===== config.mk =====
export PLATFORM = sky130hd
export DESIGN_NAME = m_seq_gen
export DESIGN_NICKNAME = d
export VERILOG_FILES = /design/src/rtl/m_seq_gen.sv
export SDC_FILE = /design/constraint.sdc
export NUM_CORES = 1
export LEC_CHECK = 0
export BUFFER_PORTS_ARGS = -buffer_cell sky130_fd_sc_hd__buf_2
export CORE_AREA = 4 4 41 43
export CTS_CLUSTER_SIZE = 14
export DETAILED_ROUTE_END_ITERATION = 7
export DIE_AREA = 0 0 45 47
export GPL_TIMING_DRIVEN = 0
export SYNTH_ARGS = -nofsm -noshare
export SYNTH_HDL_FRONTEND = slang
export SYNTH_SLANG_ARGS = --single-unit
export TNS_END_PERCENT = 50

===== constraint.sdc =====
create_clock -name clk -period 1.2 [get_ports clk]
set_input_delay 0.12 -clock clk [delete_from_list [all_inputs] [get_ports clk]]
set_output_delay 0.12 -clock clk [all_outputs]
set_load 0.02 [all_outputs]

===== src/rtl/m_seq_gen.sv =====
// Free-running Fibonacci LFSR producing a maximal-length pseudo-random bit stream.
// One chip per clock on m; period_start flags the cycle in which state equals SEED.
module m_seq_gen #(
  parameter int              WIDTH = 4,
  parameter logic [WIDTH-1:0] TAPS = 4'b1100,
  parameter logic [WIDTH-1:0] SEED = 4'b0001
) (
  input  logic             clk,
  input  logic             rstn,
  output logic             m,
  output logic [WIDTH-1:0] state,
  output logic             period_start
);

  generate
    if (WIDTH < 2) begin : g_bad_width
      $error("m_seq_gen: WIDTH must be at least 2");
    end
    if (SEED == '0) begin : g_bad_seed
      $error("m_seq_gen: SEED must be non-zero");
    end
    if (TAPS[WIDTH-1] == 1'b0) begin : g_bad_taps
      $error("m_seq_gen: TAPS must include the top state bit");
    end
  endgenerate

  logic [WIDTH-1:0] state_q;
  logic [WIDTH-1:0] next_state;
  logic             fb;
  logic             period_start_q;

  // The all-zero state is a fixed point of any XOR feedback; steer it back to SEED.
  always_comb begin
    fb         = ^(state_q & TAPS);
    next_state = {state_q[WIDTH-2:0], fb};
    if (state_q == '0) begin
      next_state = SEED;
    end
  end

  always_ff @(posedge clk) begin
    if (!rstn) begin
      state_q        <= SEED;
      period_start_q <= 1'b1;
    end else begin
      state_q        <= next_state;
      period_start_q <= (next_state == SEED);
    end
  end

  assign state        = state_q;
  assign m            = state_q[WIDTH-1];
  assign period_start = period_start_q;

endmodule


Word level (Yosys, flattened, before mapping)
Index checks and enable logic that the tools add are counted.

Eq/ne operators: 1. Reduce and logical (&&, ||, !) cells: 2. Muxes and demuxes: 1.

Operator list (number): == test 4 x 1 -> 1 bit (second input constant) (1); logical NOT 4 bit (1); 2-to-1 mux 4 bit (1); XOR reduction 4 bit (1).

Output and inout port bits: 6. Register bits after elaboration: 5. Input port bits: 2. Word-level logic and storage cells: 6.

Longest topological paths before layout
Gate-level depths: netlist of run 1.

Word-level depth: 3. Depth in mapped cells: 4.

Worst setup path after synthesis of run 1
Ideal clock, no wire load.

Kind: reg-to-reg. Start: reg state_q[3] (netlist: state[3]). End: reg period_start_q (netlist: period_start). Arrival time: 1.133 ns. Cell stages (with the launch flop): 5. Path buffers: 0. Library setup time: 0.120 ns. Setup slack: -0.052 ns. Data required time: 1.080 ns. Cell sequence: dfxtp_1 inv_1 ha_1 nor2b_1 o31a_1.

Longest elaborated chain between the ends: 3. Elaborated cells between the ends (all ways): 4.

Ends and longest elaborated chain: start, declared (line 27) `logic [WIDTH-1:0] state_q;`; start signal, assigned (line 46) `state_q <= next_state;`; XOR reduction 4 bit / logical NOT 4 bit (equally long branches) (line 34, 36); 2-to-1 mux 4 bit (*) (line 36) `if (state_q == '0) begin`; == test 4 x 1 -> 1 bit (*) (line 47) `period_start_q <= (next_state == SEED);`; end signal, assigned (line 47); end, declared (line 30) `logic period_start_q;`.

Every way passes the cells marked *; elsewhere a longest branch is shown, timed or not. A chain may end at the register's enable or synchronous reset.

Worst setup path after layout of run 1
Start: reg state_q[3] (netlist: state[3]). End: reg state_q[3] (netlist: state[3]).

Longest elaborated chain between the ends: 2.

Ends and longest elaborated chain (line): logical NOT 4 bit (36); 2-to-1 mux 4 bit (36).

No other way between the ends.

==> metrics, run 1 <==
post-layout worst setup margin about 53 ps; type of the worst min-delay path input pin to flop; hold_sp rstn; Post-Syn Area per Cell about 10 sq um; stage delay of the slowest cell on the critical path about 350 ps; global-route wire length before repair about 570 um; sequential share of the synthesized area 0.533; fraction of registers with async set or reset after synthesis 0; highest clock rate a little under 900 MHz; Pre-Repair DR Iteration Count 2; launch point of the worst reg-to-reg path state[3]$_SDFF_PN0_; CTS tree built; die footprint 2120 sq um; number of buffers inserted by hold repair at cts 0; GR Overflow Total 0; Setup Viol. Count Final 0; residual antenna-violating net count after detailed routing 0; leakage power total 0.137 nW; DRC marker count from the first detailed-route iteration 1; height of the chip roughly 47 um; clk buf depth 2; GRT Util Overall 0.0475; sequence of cells on the critical path inv_1, ha_2, or3b_1, and3_1; Mapped Cells 18; routed length per placed instance slightly below 8 um; filler-free cell count of the finished design 45; yosys warns 0; Synthesized Nets 21; reg2reg setup slack 50 ps; CTS sink cnt 5; final worst path period need about 1100 ps; worst setup path endpoint state[3]$_SDFF_PN0_; Setup crit end kind flop; antenna violations before repair 0; number of design rule violations left after detail routing 0; Yosys top cell area share 0.533; WP data arrival about 1300 ps; Seq cells post-synth 5; net count reported at finish 34; Relative slew margins 0.900; cell family with the largest share of critical-path delay simple AND/OR/NAND/NOR gates; number of different library cells in the post-synthesis netlist 12; number of H-tree levels 1; clock insertion delay at the later pin of the skew report about 250 ps; element type at the critical path start flop; worst setup skew after layout ~4.4 ps; RSZ-0062 raised after global routing false; final HPWL from detailed placement about 240 um; max-capacitance violation count 0; critical path start-end classification flop to flop; ratio of final minimum period to clock period 0.956; largest net degree at the start of global routing 7; number of enable-type register cells in the synthesized netlist 0; flip-flop cell with the highest count after synthesis sky130_fd_sc_hd__dfxtp_1; hold violation count in the final report 0; horizontal die dimension approximately 45 um; TritonCTS Buffers 3; setup TNS 0 ps; # rows 13; most common library cells after synthesis sky130_fd_sc_hd__dfxtp_1 (5), sky130_fd_sc_hd__inv_1 (3); worst-margin pin slew between 100 and 150 ps; fin util 0.215; total placed cells including tap cells 40; Critical R2R Capture state[3]$_SDFF_PN0_; total wire length about 360 um; Reg2Reg Depth 4; Vias 150; clock slew seen by the registers of the worst setup and hold paths 40 ps; start point of the critical path state[3]$_SDFF_PN0_; combined area of all synthesized cells 188 sq um; Clock Root Buffer sky130_fd_sc_hd__clkbuf_4; highest ir drop seen on vdd about 0.00072 V; starting utilization of the core area 0.144; max-slew violation count 0; vias in the first global route 135; dominant cells by area after synthesis sky130_fd_sc_hd__dfxtp_1 (53%), sky130_fd_sc_hd__ha_1 (6.7%), sky130_fd_sc_hd__inv_1 (6.0%), sky130_fd_sc_hd__o31a_1 (4.7%), sky130_fd_sc_hd__or3b_1 (4.7%); run status completed; via density per instance roughly 3.3; layout cell share with drive strength beyond 1 0.533; total core area 1300 sq um; power per cell area about 1600 nW/um^2; # diodes 0; WP buf/inv 1; pre-CTS worst setup slack about 28 ps; count leader, synth sky130_fd_sc_hd__dfxtp_1; cell type with the largest total area after synthesis sky130_fd_sc_hd__dfxtp_1; cell depth of the worst setup path 4; maximum fanout along the worst path 3; number of port buffers 7; synthesis-to-layout area growth 49.3%; final estimated routing congestion in global placement 0.726; critical path data required time ~1300 ps; io pins 8; Critical-path top delay cell sky130_fd_sc_hd__or3b_1
## stage by stage
step	instance area (sq um)	power [W]	hold WS, ps
2_1_floorplan	190	0.000239	203
3_3_place_gp	244	0.000263	366
3_5_place_dp	244	0.000262	360
4_1_cts	270	0.000465	110
5_1_grt	280	0.000503	125
6_report	280	0.000461	118
## layer usage
layer,wire (um),vias to the layer above,global-route usage
met1,184,58,0.0503
met5,0,-,0
met4,0,0,0.0351
met2,104,11,0.0395
li1,-,81,-
met3,67,0,0.0690
## flip-flops by register name, indices dropped and copies added, names as in the netlist
register and count:
state 4, period_start 1
## placed cells by master (no fill, tap or decap)
master / Yosys / layout
sky130_fd_sc_hd__and2_1: 1 / 1
sky130_fd_sc_hd__and2_2: 1 / 1
sky130_fd_sc_hd__and3_1: 1 / 1
sky130_fd_sc_hd__buf_2: 0 / 7
sky130_fd_sc_hd__buf_4: 1 / 2
sky130_fd_sc_hd__clkbuf_1: 0 / 1
sky130_fd_sc_hd__clkbuf_4: 0 / 3
sky130_fd_sc_hd__dfxtp_1: 5 / 3
sky130_fd_sc_hd__dfxtp_2: 0 / 2
sky130_fd_sc_hd__ha_2: 0 / 1
sky130_fd_sc_hd__inv_1: 3 / 3
sky130_fd_sc_hd__nand3b_1: 1 / 1
sky130_fd_sc_hd__nor2b_1: 1 / 1
sky130_fd_sc_hd__o21ai_0: 1 / 1
sky130_fd_sc_hd__o31a_1: 1 / 1
sky130_fd_sc_hd__or3b_1: 1 / 1
## logic make-up after synthesis
kind of cell    synth area share
compound gates            0.0733
buf+inv                    0.100
simple gates               0.227
flops                      0.533
fa+ha+maj                 0.0667
## cell type report
type / count / area (sq um)
Inverter: 3 / 11.3
Fill cell: 151 / 1020
Timing Repair Buffer: 8 / 42.5
Sequential cell: 5 / 103
Multi-Input combinational cell: 9 / 71.3
Tap cell: 15 / 18.8
Clock buffer: 4 / 26.3
Buffer: 1 / 7.51
## power by group
group / internal (W) / total [W] / switching [W]
Sequential: 0.000183 / 0.000192 / 0.00000945
Combinational: 0.0000323 / 0.0000720 / 0.0000397
Clock: 0.000126 / 0.000197 / 0.0000710
Total: 0.000341 / 0.000461 / 0.000120
## worst min-delay path by stage
stage                                      to  slack [ps]  cells past startpoint
final                     state[0]$_SDFF_PN1_         120                      2
after floorplan           state[0]$_SDFF_PN1_         200                      1
after detailed placement  state[0]$_SDFF_PN1_         360                      2
after global placement    state[0]$_SDFF_PN1_         370                      2
after CTS                 state[0]$_SDFF_PN1_         110                      2
after global routing      state[0]$_SDFF_PN1_         120                      2
## what timing repair did
item | CTS | global route
endpoints found under the setup margin | 0 | 1
resized for setup | 0 | 1
setup buffers | 0 | 1
Power figures use the tool's default switching activity.
==> run 2, diff against run 1 <==
--- a/config.mk
+++ b/config.mk
@@ -12,4 +12,5 @@
 export DIE_AREA = 0 0 45 47
 export GPL_TIMING_DRIVEN = 0
+export PLACE_DENSITY_LB_ADDON = 0.12
 export SYNTH_ARGS = -nofsm -noshare
 export SYNTH_HDL_FRONTEND = slang
==> constraint.sdc (replaced) <==
create_clock -name clk -period 1.2 [get_ports clk]
set_input_delay 0.24 -clock clk [delete_from_list [all_inputs] [get_ports clk]]
set_output_delay 0.24 -clock clk [all_outputs]
set_load 0.02 [all_outputs]
==> run 2 against run 1 <==
  * Worst setup slack worse by 15 ps
  * Fmax decreased by 1.3%
  * Core utilization is the same
  * Sequential cell count did not move
  * Clock-buffer cell count is the same
  * Clock skew fell by 1.7 ps
  * First-iteration DRC count grew 100%
  * Largest power group unchanged
  * Non-clock buffer count unchanged
==> metrics, run 2 (synthesis results as in run 1) <==
run status completed; GR Overflow Total 0 (unchanged); setup TNS 0 ps (unchanged); Reg2Reg Depth 4 (unchanged); CTS tree built; vias in the first global route 158 (+17%); routed length per placed instance 9.33 um (+18%); Switching Share 0.266 (+0.00549); Relative slew margins 0.903 (+0.00240); residual antenna-violating net count after detailed routing 0 (unchanged); max-capacitance violation count 0 (unchanged); highest ir drop seen on vdd 0.000381 V (-47%); number of port buffers 7 (unchanged); leakage power total 0.137 nW (unchanged); reg2reg setup slack 40 ps (-20 ps); synthesis-to-layout area growth 49.3% (unchanged); total wire length 420 um (+18%); clk buf depth 2 (unchanged); net count reported at finish 34 (unchanged); fin util 0.215 (unchanged); largest net degree at the start of global routing 7 (unchanged); number of buffers inserted by hold repair at cts 0 (unchanged); antenna violations before repair 0 (unchanged); most frequent cells in the layout sky130_fd_sc_hd__buf_2 (7), sky130_fd_sc_hd__inv_1 (3), sky130_fd_sc_hd__clkbuf_4 (3), sky130_fd_sc_hd__dfxtp_1 (3); element type at the critical path start flop; clock insertion delay at the later pin of the skew report 240 ps (about the same); clock slew seen by the registers of the worst setup and hold paths 50 ps (about the same); hold_sp rstn; start point of the critical path state[2]$_SDFF_PN0_; ratio of final minimum period to clock period 0.969 (+0.0127); Vias 165 (+10%); CTS sink cnt 5 (unchanged); WP data arrival 1290 ps (about the same); worst setup skew after layout 2.64 ps (-1.71 ps); DRC marker count from the first detailed-route iteration 2 (+1); final worst path period need 1160 ps (+15.2 ps); Cell Int Power 0.000341 W (about the same); cell depth of the worst min-delay path 2 (unchanged); Critical R2R Capture state[3]$_SDFF_PN0_; end of the worst hold path state[0]$_SDFF_PN1_; Comb pwr share 0.158 (+0.002); critical path data required time 1330 ps (about the same); Clock Root Buffer sky130_fd_sc_hd__clkbuf_4; global-route wire length before repair 641 um (+12%); power per cell area 1660 nW/um^2 (+0.77%); launch point of the worst reg-to-reg path state[2]$_SDFF_PN0_; highest clock rate 860 MHz (-1.3%); most frequent standard cell in the layout excluding fill and tap cells sky130_fd_sc_hd__buf_2; Setup Viol. Count Final 0 (unchanged); number of design rule violations left after detail routing 0 (unchanged); RSZ-0062 raised after global routing false; pre-CTS worst setup slack 13.2 ps (-15.3 ps); total core area 1300 sq um (unchanged); maximum fanout along the worst path 3 (unchanged); post-layout worst setup margin 37.7 ps (-15.2 ps); number of H-tree levels 1 (unchanged); height of the chip 47 um (unchanged); final estimated routing congestion in global placement 0.685 (-5.6%); final HPWL from detailed placement 292 um (+22%); io pins 8 (unchanged); clock share of power 0.428 (about the same); # rows 13 (unchanged); starting utilization of the core area 0.144 (unchanged); die footprint 2120 sq um (unchanged); part of the power in registers 0.414 (-0.003); layout cell share with drive strength beyond 1 0.533 (unchanged); TritonCTS Buffers 3 (unchanged); GRT Util Overall 0.0506 (+0.00313); number of flip-flops in the largest register 4 (unchanged); worst-margin pin slew 144 ps (-3.56 ps); hold violation count in the final report 0 (unchanged); horizontal die dimension 45 um (unchanged); type of the worst min-delay path input pin to flop; Setup crit end kind flop; # diodes 0 (unchanged); via density per instance 3.67 (+10%); Pre-Repair DR Iteration Count 2 (unchanged); critical path start-end classification flop to flop; max-slew violation count 0 (unchanged); Net Sw Power 0.000124 W (+2.9%)
[run 2: cell counts in the layout (fill, tap and decap cells not counted)]
No cell type changed its count.
[run 2: cell type report]
type / instances / area [sq um]
well taps: 15 / 18.8
multi-input cells: 9 / 71.3
clock buffers: 4 / 26.3
fillers: 157 / 1020
inverters: 3 / 11.3
flip-flops and latches: 5 / 103
plain buffers: 1 / 7.51
repair buffers: 8 / 42.5
[run 2: worst max path at each step]
stage          slack [ps]             endpoint
6_report               40  state[3]$_SDFF_PN0_
2_1_floorplan          20  state[3]$_SDFF_PN0_
4_1_cts                 3  state[3]$_SDFF_PN0_
5_1_grt                 3  state[3]$_SDFF_PN0_
3_3_place_gp           10  state[3]$_SDFF_PN0_
3_5_place_dp           10  state[3]$_SDFF_PN0_
[run 2: layer usage]
layer / part of all wire / global-route usage / wire length (um) / up-vias
li1: - / - / - / 81
met1: 0.48 / 0.0479 / 203 / 77
met2: 0.43 / 0.0621 / 180 / 7
met3: 0.086 / 0.0230 / 36 / 0
met4: 0 / 0.0877 / 0 / 0
met5: 0 / 0 / 0 / -
[run 2: per-stage QoR]
step                total power, W  cell area [sq um]  cells  hold WS [ps]
finish                    0.000465                280     45           244
global route              0.000490                280     45           265
CTS                       0.000471                270     44           239
detailed placement        0.000265                244     40           495
global placement          0.000266                244     40           490
floorplan                 0.000239                190     18           323
[run 2: worst max-delay path, stage by stage, from the launching register on]
cell	delay, ps
sky130_fd_sc_hd__dfxtp_2	320
sky130_fd_sc_hd__inv_1	50
sky130_fd_sc_hd__ha_2	160
sky130_fd_sc_hd__or3b_1	360
sky130_fd_sc_hd__and3_1	150
[run 2: what timing repair did]
item,in CTS,in global routing
gates resized for setup,0,1
setup buffers,0,1
endpoints found under the setup margin,0,1
[run 2: power by group through the flow]
stage	Combinational (W)	Sequential (W)	Clock [W]
floorplan	0.0000262	0.000213	0
global placement	0.0000704	0.000195	0
detailed placement	0.0000693	0.000195	0
CTS	0.0000699	0.000193	0.000208
global route	0.0000796	0.000195	0.000215
finish	0.0000732	0.000193	0.000199
